`src/rtl/uart_pkg.sv`:
```
// Shared UART definitions: frame constants, FSM state encoding and helpers.
// Used by both the transmitter and the receiver (uart_rx, uart_rx_sampler).
package uart_pkg;

  localparam int unsigned DATA_W    = 8;
  localparam int unsigned BIT_CNT_W = $clog2(DATA_W);

  localparam logic START_BIT = 1'b0;
  localparam logic STOP_BIT  = 1'b1;
  localparam logic PAR_EVEN  = 1'b0;
  localparam logic PAR_ODD   = 1'b1;

  typedef enum logic [2:0] {
    IDLE   = 3'd0,
    START  = 3'd1,
    DATA   = 3'd2,
    PARITY = 3'd3,
    STOP   = 3'd4
  } uart_state_e;

  // Frame configuration captured at the start bit and held for the frame.
  typedef struct packed {
    logic par_en;
    logic par_typ;
  } uart_cfg_t;

  // Parity bit a correct frame carries for the given data word.
  function automatic logic exp_parity(input logic [DATA_W-1:0] data,
                                      input logic              par_typ);
    logic p;
    p = 1'b0;
    unique case (par_typ)
      PAR_EVEN: p = ^data;
      PAR_ODD:  p = ~(^data);
      default:  p = ^data;
    endcase
    return p;
  endfunction

  function automatic logic majority3(input logic a, input logic b, input logic c);
    return (a & b) | (a & c) | (b & c);
  endfunction

endpackage

```
`src/rtl/uart_rx_sampler.sv`:
```
// RX line synchroniser, per-bit oversample counter and bit decision strobes.
// UART_RX_MAJORITY_VOTE_EN selects a 2-of-3 vote around the bit centre.
module uart_rx_sampler
  import uart_pkg::*;
#(
  parameter int unsigned OVERSAMPLE  = 8,
  parameter int unsigned SYNC_STAGES = 2
) (
  input  logic clk,
  input  logic rst,
  input  logic rx_i,
  input  logic run_i,
  output logic rx_s_o,
  output logic sample_valid_c_o,
  output logic bit_val_c_o,
  output logic bit_end_c_o
);

  localparam int unsigned CNT_W = $clog2(OVERSAMPLE);
  localparam int unsigned MID   = OVERSAMPLE / 2;

  logic [SYNC_STAGES-1:0] sync_q;
  logic [CNT_W-1:0]       edge_cnt_q;
  logic [CNT_W-1:0]       edge_cnt_d;

  // Synchroniser resets to the idle line level so reset never looks like a start bit.
  always_ff @(posedge clk) begin
    if (rst) begin
      sync_q <= '1;
    end else begin
      sync_q <= {sync_q[SYNC_STAGES-2:0], rx_i};
    end
  end

  assign rx_s_o = sync_q[SYNC_STAGES-1];

  // Counter advances only while a frame is in flight; idle holds it at edge 0.
  always_comb begin
    edge_cnt_d = '0;
    if (run_i) begin
      edge_cnt_d = (edge_cnt_q == CNT_W'(OVERSAMPLE - 1)) ? '0
                                                          : edge_cnt_q + CNT_W'(1);
    end
  end

  always_ff @(posedge clk) begin
    if (rst) begin
      edge_cnt_q <= '0;
    end else begin
      edge_cnt_q <= edge_cnt_d;
    end
  end

  assign bit_end_c_o = (edge_cnt_q == CNT_W'(OVERSAMPLE - 1));

`ifdef UART_RX_MAJORITY_VOTE_EN
  logic early_q;
  logic mid_q;

  // Hold the two earlier votes; the third is the live sample at MID+1.
  always_ff @(posedge clk) begin
    if (rst) begin
      early_q <= 1'b1;
      mid_q   <= 1'b1;
    end else begin
      if (edge_cnt_q == CNT_W'(MID - 1)) early_q <= rx_s_o;
      if (edge_cnt_q == CNT_W'(MID))     mid_q   <= rx_s_o;
    end
  end

  assign sample_valid_c_o = (edge_cnt_q == CNT_W'(MID + 1));
  assign bit_val_c_o      = majority3(early_q, mid_q, rx_s_o);
`else
  assign sample_valid_c_o = (edge_cnt_q == CNT_W'(MID));
  assign bit_val_c_o      = rx_s_o;
`endif

endmodule

```
`src/rtl/uart_rx.sv`:
```
// UART receiver: 8N1 / 8-parity-1 frame decoder with valid and error pulses.
// Define UART_RX_MAJORITY_VOTE_EN for 3-sample majority bit decisions.
module uart_rx
  import uart_pkg::*;
#(
  parameter int unsigned OVERSAMPLE  = 8,
  parameter int unsigned SYNC_STAGES = 2
) (
  input  logic              clk,
  input  logic              rst,
  input  logic              RX_IN,
  input  logic              PAR_EN,
  input  logic              PAR_TYP,
  output logic [DATA_W-1:0] P_DATA,
  output logic              Data_Valid,
  output logic              par_err,
  output logic              stop_err,
  output logic              busy
);

  uart_state_e          state_q, state_d;
  logic [BIT_CNT_W-1:0] bit_cnt_q, bit_cnt_d;
  logic [DATA_W-1:0]    shift_q, shift_d;
  uart_cfg_t            cfg_q, cfg_d;
  logic                 par_bit_q, par_bit_d;
  logic [DATA_W-1:0]    p_data_q, p_data_d;
  logic                 dv_q, dv_d;
  logic                 par_err_q, par_err_d;
  logic                 stop_err_q, stop_err_d;
  logic                 busy_q, busy_d;

  logic rx_s;
  logic sample_valid_c;
  logic bit_val_c;
  logic bit_end_c;
  logic par_ok_c;
  logic stop_ok_c;

  uart_rx_sampler #(
    .OVERSAMPLE  (OVERSAMPLE),
    .SYNC_STAGES (SYNC_STAGES)
  ) u_sampler (
    .clk              (clk),
    .rst              (rst),
    .rx_i             (RX_IN),
    .run_i            (busy_d),
    .rx_s_o           (rx_s),
    .sample_valid_c_o (sample_valid_c),
    .bit_val_c_o      (bit_val_c),
    .bit_end_c_o      (bit_end_c)
  );

  assign par_ok_c  = !cfg_q.par_en || (par_bit_q == exp_parity(shift_q, cfg_q.par_typ));
  assign stop_ok_c = (bit_val_c == STOP_BIT);

  // Frame FSM: next state, datapath updates and registered pulse requests.
  always_comb begin
    state_d    = state_q;
    bit_cnt_d  = bit_cnt_q;
    shift_d    = shift_q;
    cfg_d      = cfg_q;
    par_bit_d  = par_bit_q;
    p_data_d   = p_data_q;
    dv_d       = 1'b0;
    par_err_d  = 1'b0;
    stop_err_d = 1'b0;

    unique case (state_q)
      IDLE: begin
        if (rx_s == START_BIT) begin
          state_d       = START;
          cfg_d.par_en  = PAR_EN;
          cfg_d.par_typ = PAR_TYP;
        end
      end

      START: begin
        if (sample_valid_c && (bit_val_c != START_BIT)) begin
          state_d = IDLE;
        end else if (bit_end_c) begin
          state_d   = DATA;
          bit_cnt_d = '0;
        end
      end

      DATA: begin
        if (sample_valid_c) begin
          shift_d[bit_cnt_q] = bit_val_c;
        end
        if (bit_end_c) begin
          if (bit_cnt_q == BIT_CNT_W'(DATA_W - 1)) begin
            state_d = cfg_q.par_en ? PARITY : STOP;
          end else begin
            bit_cnt_d = bit_cnt_q + BIT_CNT_W'(1);
          end
        end
      end

      PARITY: begin
        if (sample_valid_c) begin
          par_bit_d = bit_val_c;
        end
        if (bit_end_c) begin
          state_d = STOP;
        end
      end

      // Decide at the stop sample and leave at once so a back-to-back start is caught.
      STOP: begin
        if (sample_valid_c) begin
          state_d    = IDLE;
          par_err_d  = !par_ok_c;
          stop_err_d = !stop_ok_c;
          if (par_ok_c && stop_ok_c) begin
            dv_d     = 1'b1;
            p_data_d = shift_q;
          end
        end
      end

      default: state_d = IDLE;
    endcase

    busy_d = (state_d != IDLE);
  end

  always_ff @(posedge clk) begin
    if (rst) begin
      state_q    <= IDLE;
      bit_cnt_q  <= '0;
      shift_q    <= '0;
      cfg_q      <= '0;
      par_bit_q  <= 1'b0;
      p_data_q   <= '0;
      dv_q       <= 1'b0;
      par_err_q  <= 1'b0;
      stop_err_q <= 1'b0;
      busy_q     <= 1'b0;
    end else begin
      state_q    <= state_d;
      bit_cnt_q  <= bit_cnt_d;
      shift_q    <= shift_d;
      cfg_q      <= cfg_d;
      par_bit_q  <= par_bit_d;
      p_data_q   <= p_data_d;
      dv_q       <= dv_d;
      par_err_q  <= par_err_d;
      stop_err_q <= stop_err_d;
      busy_q     <= busy_d;
    end
  end

  assign P_DATA     = p_data_q;
  assign Data_Valid = dv_q;
  assign par_err    = par_err_q;
  assign stop_err   = stop_err_q;
  assign busy       = busy_q;

endmodule
```
`config.mk`:
```
export PLATFORM = sky130hd
export DESIGN_NAME = uart_rx
export DESIGN_NICKNAME = d
export VERILOG_FILES = /design/src/rtl/uart_pkg.sv /design/src/rtl/uart_rx_sampler.sv /design/src/rtl/uart_rx.sv
export SDC_FILE = /design/constraint.sdc
export NUM_CORES = 1
export LEC_CHECK = 0
export ABC_AREA = 1
export CAP_MARGIN = 5
export CORE_MARGIN = 1
export CORE_UTILIZATION = 45
export CTS_CLUSTER_SIZE = 20
export DETAILED_ROUTE_END_ITERATION = 10
export GPL_TIMING_DRIVEN = 1
export PLACE_DENSITY = 0.77
export SYNTH_ARGS = -nofsm -noshare
export SYNTH_HDL_FRONTEND = slang
export SYNTH_SLANG_ARGS = --single-unit
```
`constraint.sdc`:
```
create_clock -name clk -period 2.57 [get_ports clk]
set_clock_uncertainty 0.1 [all_clocks]
set_input_delay 0.6425 -clock clk [delete_from_list [all_inputs] [get_ports clk]]
set_output_delay 0.6425 -clock clk [all_outputs]
set_load 0.005 [all_outputs]
```
**After elaboration in Yosys (flattened, before gate mapping)**

Index checks and enable logic that the tools add are counted.

- Output and inout bits: 12
- Logic and storage cells: 72
- Bits in registers: 34
- Input bits: 5

- Equality and inequality tests: 12
- Mux-type cells: 19
- Bitwise logic cells: 6
- $lt $le $gt $ge: 2
- Add/sub/neg operators: 2
- Reductions and logical operators: 18

Operators by type and width:

| kind | number |
|---|---|
| $mux 3 | 12 |
| $pmux 3 s5 | 1 |
| $eq 3x3->1 const B | 4 |
| $bwmux 8 | 1 |
| $ne 2x2->1 const B | 4 |
| $reduce_xor 8->1 | 1 |
| $add 3x1->3 const B | 2 |
| $eq 3x2->1 const B | 2 |
| $not 1->1 | 6 |
| $pmux 3 s2 | 1 |
| $reduce_and 2->1 | 3 |
| $reduce_or 3->1 | 2 |
| $reduce_and 5->1 | 1 |
| $lt 3x4->1 const B | 1 |
| $demux 1 s3 | 1 |
| $eq 3x1->1 const B | 1 |
| $ge 3x1->1 const B | 1 |
| $logic_and 1x1->1 | 3 |
| $logic_not 1->1 | 3 |
| $logic_not 3->1 | 1 |
| $reduce_and 3->1 | 1 |
| $reduce_bool 3->1 | 1 |
| $mux 1 | 2 |
| $pmux 1 s2 | 1 |
| other kinds (3) | 3 |

**Depth between registers and ports, before layout**

- Depth after elaboration: 7
- Gate-level depth with buffers: 13
- Depth with buffers taken out: 13

**Hierarchy**

A second synthesis with hierarchy kept.

- Cell total of the unflattened synthesis: 227
- Area, all modules: 1675.4 um^2

Modules (own cells, without submodules):

| module | instances | sequential area each (um^2) | area each (um^2) | cells each |
|---|---|---|---|---|
| uart_rx | 1 | 580.6 | 1466.4 | 204 |
| uart_rx_sampler | 1 | 100.1 | 209.0 | 23 |

**Least setup slack after synthesis**

OpenSTA, ideal clock, no wires.

- Path kind: register to register
- From: reg u_sampler.edge_cnt_q[0]
- To: reg bit_cnt_q[0]
- Setup time: 117 ps
- Stages on the path, launching flop included: 11
- Path slack: 1006 ps
- Period minus slack after synthesis: 1564 ps
- Buffers on the path: 0
- Arrival time: 1347 ps
- Data required time: 2353 ps
- Cells stage by stage: dfxtp_1 > inv_1 > ha_1 > nand2_1 > inv_1 > nand2_1 > nand3_1 > a22oi_2 > inv_1 > a21oi_1 > nor2_1

- Cells in the longest elaborated chain, start to end: 4
- Elaborated cells on any way between the ends: 7
- Those cells by class: eq/ne: 5; reduce/logical: 2

Ends and longest elaborated chain:

| what | RTL line | source |
|---|---|---|
| from (decl) | uart_rx_sampler.sv:23 | `logic [CNT_W-1:0] edge_cnt_q;` |
| from (signal assigned) | uart_rx_sampler.sv:50 | `edge_cnt_q <= edge_cnt_d;` |
| $eq 3x3->1 | uart_rx_sampler.sv:74 | `assign sample_valid_c_o = (edge_cnt_q == CNT_W'(MID));` |
| $logic_and 1x1->1 | uart_rx.sv:78 | `if (sample_valid_c && (bit_val_c != START_BIT)) begin` |
| $ne 2x2->1 (no source line) | n/a |  |
| $reduce_and 5->1 (no source line) * | n/a |  |
| to (signal assigned) | uart_rx.sv:141 | `bit_cnt_q <= bit_cnt_d;` |
| to (decl) | uart_rx.sv:22 | `logic [BIT_CNT_W-1:0] bit_cnt_q, bit_cnt_d;` |

Every way passes the cells marked *; elsewhere a longest branch is shown, timed or not.
A chain may end at the register's enable or synchronous reset.

**Final worst setup path**

- From: reg p_data_q[2] (netlist: P_DATA[2])
- To: out P_DATA[2]

RTL lines:

| what | RTL line | source |
|---|---|---|
| from (decl) | uart_rx.sv:26 | `logic [DATA_W-1:0] p_data_q, p_data_d;` |
| from (signal assigned) | uart_rx.sv:145 | `p_data_q <= p_data_d;` |
| to (decl) | uart_rx.sv:14 | `output logic [DATA_W-1:0] P_DATA,` |

No word-level cell between the ends.

==> reports/results.txt <==
worst setup path startpoint: P_DATA[2]
max-cap viol count: 0
Async SR Flop Fraction: 0%
die height: 61.8 um
number of antenna violations at the first check in global routing: 0
Final Cycle Share: 74.9%
row cnt: 21
I/O Pins: 17
Ys Warns: 0
port bufs: 16
Non-Filler Instances: 290
min-delay src: u_sampler.sync_q[0]
CP Data Required Time: 1.83 ns
Net Count, Synth: 232
critical path depth in cells: 1
setup_tns: 0 ns
crit path capture type: primary output
RR Startpoint: u_sampler.edge_cnt_q[0]
clk_lat worst skew: 0.34 ns
Least-Margin Pin Slew: 0.341 ns
DRC viols: 0
1st-iter DRT viols: 85
Syn Std Cell Area: 0.00161 sq mm
final number of setup-violating endpoints: 0
Primary FF master, synth: dfxtp_1
number of synthesized flops with an enable pin: 0
WP buf/inv: 1
RePlAce Congestion: 0.874
cell breakdown of the critical path: clkdlybuf4s50_1
hold_buf cts: 0
placeable core region: 0.00339 sq mm
final hold viol count: 0
Avg Inst Size Synth: 7.27 sq um
full die area: 0.00381 sq mm
chip width: 61.8 um
dpl cells: 282
vias: 1455
Post-CTS Setup Bufs: 0
Worst Path Max Fanout: 2
CTS Buffer Depth: 2
Slew HR: 77.2%
CP max stage delay: 0.50 ns
Starting Density: 47.4%
Via density: 5.02
VDD IR-drop max: 0.369 mV
layout cell share with drive strength beyond 1: 7.79%
RSZ-0062 raised after global routing: false
vias in the first global route: 1280
Leak: 0.772 nW
CTS tree: built
Slew Limit Fails: 0
highest achievable clock rate: 520 MHz
htree depth: 2
area grow syn2layout: 17.4%
largest net degree at the start of global routing: 19
nets: 254
clk slew on worst S/H paths: 0.10 ns
Antenna diodes: 0
Sink Count: 34
critical path arrival: 1.18 ns
Hold Path Class: reg2reg
final antenna-violating net count: 0
WL/cell: 10.4 um
Final Util: 55.7%
crit path kind: reg2out
Synth Instances: 221
run status: complete, no violations
CTS resizes: 0
first-pass GRT wire length: 5220 um
final worst path period need: 1.92 ns
hold depth: 1
Power Density: 471 mW/mm^2
Total GRT Usage: 18.8%
root buf cell: clkbuf_4
drt first pass iters: 4
CP top delay family: buffers and inverters
Worst Setup Start Kind: flop
slowest CP cell: clkdlybuf4s50_1
register area share after synthesis: 42.4%
FF+latch count, synth: 34
Register-to-Register Path Depth: 10
routed wire length: 3020 um
Synth cell types: 27
global route overflow: 0
DP HPWL: 2220 um
CTS buffer count: 5
[where the power goes]
part,internal [W],switching [W]
combinational,0.0000178,0.0000225
clock,0.000132,0.000178
sequential,0.000533,0.00000527
[cell families (layout without fill, tap and decap cells)]
group	Yosys count	after routing	share of synthesized area (%)
flops	34	34	42.4
compound gates	38	38	14.1
simple gates	105	105	29.4
xor+xnor	1	1	0.545
buf+inv	37	60	8.96
fa+ha+maj	6	6	4.67
[synthesized netlist by cell type (2+ instances only)]
master | count | area share (%)
inv_1 | 33 | 7.7
or2_2 | 2 | 0.78
nor3_2 | 2 | 1.2
a311oi_1 | 4 | 2.2
nand2_1 | 51 | 12
dfxtp_1 | 34 | 42
o21ai_0 | 7 | 2.2
nor2_1 | 23 | 5.4
a21oi_1 | 21 | 6.5
nand3_1 | 19 | 5.9
nor3_1 | 2 | 0.62
clkbuf_1 | 2 | 0.47
o211ai_1 | 2 | 0.93
ha_1 | 6 | 4.7
[registers in the layout (all words and copies together) (netlist names)]
name	cells
state_q	3
par_bit_q	1
u_sampler.sync_q	2
bit_cnt_q	3
par_err	1
P_DATA	8
shift_q	8
u_sampler.edge_cnt_q	3
busy	1
Data_Valid	1
cfg_q	2
stop_err	1
[metal layers]
metal  vias to the layer above  global-route usage [%]  share of wire [%]
li1                        760                       -                  -
met1                       642                    21.4                 47
met2                        49                    32.6                 46
met3                         4                    5.80                5.6
met4                         0                    8.25                1.4
met5                         -                       0                  0
[cell type report]
type | instances | area [sq um]
clock inverter | 1 | 5.00
fill | 323 | 1500
inverter | 33 | 124
timing repair buffer | 19 | 183
sequential | 34 | 681
clock buffer | 7 | 55.1
multi-input combinational | 150 | 782
tap | 46 | 57.6
[cells in the final DEF (no fill, tap or decap), types with 5 or more instances in the layout]
cell type         n
nor2_1           23
clkdlybuf4s50_1  16
ha_1              6
inv_1            33
nand3_1          19
a21oi_1          21
nand2_1          51
dfxtp_1          34
clkbuf_4          5
o21ai_0           7
[per-stage QoR]
| stage | cell area (sq um) | power (W) | setup WS (ns) | hold WS (ns) |
|---|---|---|---|---|
| detailed placement | 1830 | 0.000591 | 0.593 | 0.304 |
| global route | 1890 | 0.000929 | 0.562 | 0.354 |
| CTS | 1890 | 0.000895 | 0.633 | 0.329 |
| global placement | 1830 | 0.000590 | 0.647 | 0.293 |
| floorplan | 1610 | 0.000573 | 1.01 | 0.289 |
| finish | 1890 | 0.000889 | 0.646 | 0.323 |
[final timing paths]
path,to,slack (ns)
max,P_DATA[2],0.65
min,u_sampler.sync_q[1],0.32
max reg2reg,bit_cnt_q[0],0.78
min reg2reg,u_sampler.sync_q[1],0.32
(Power assumes the default switching activity.)
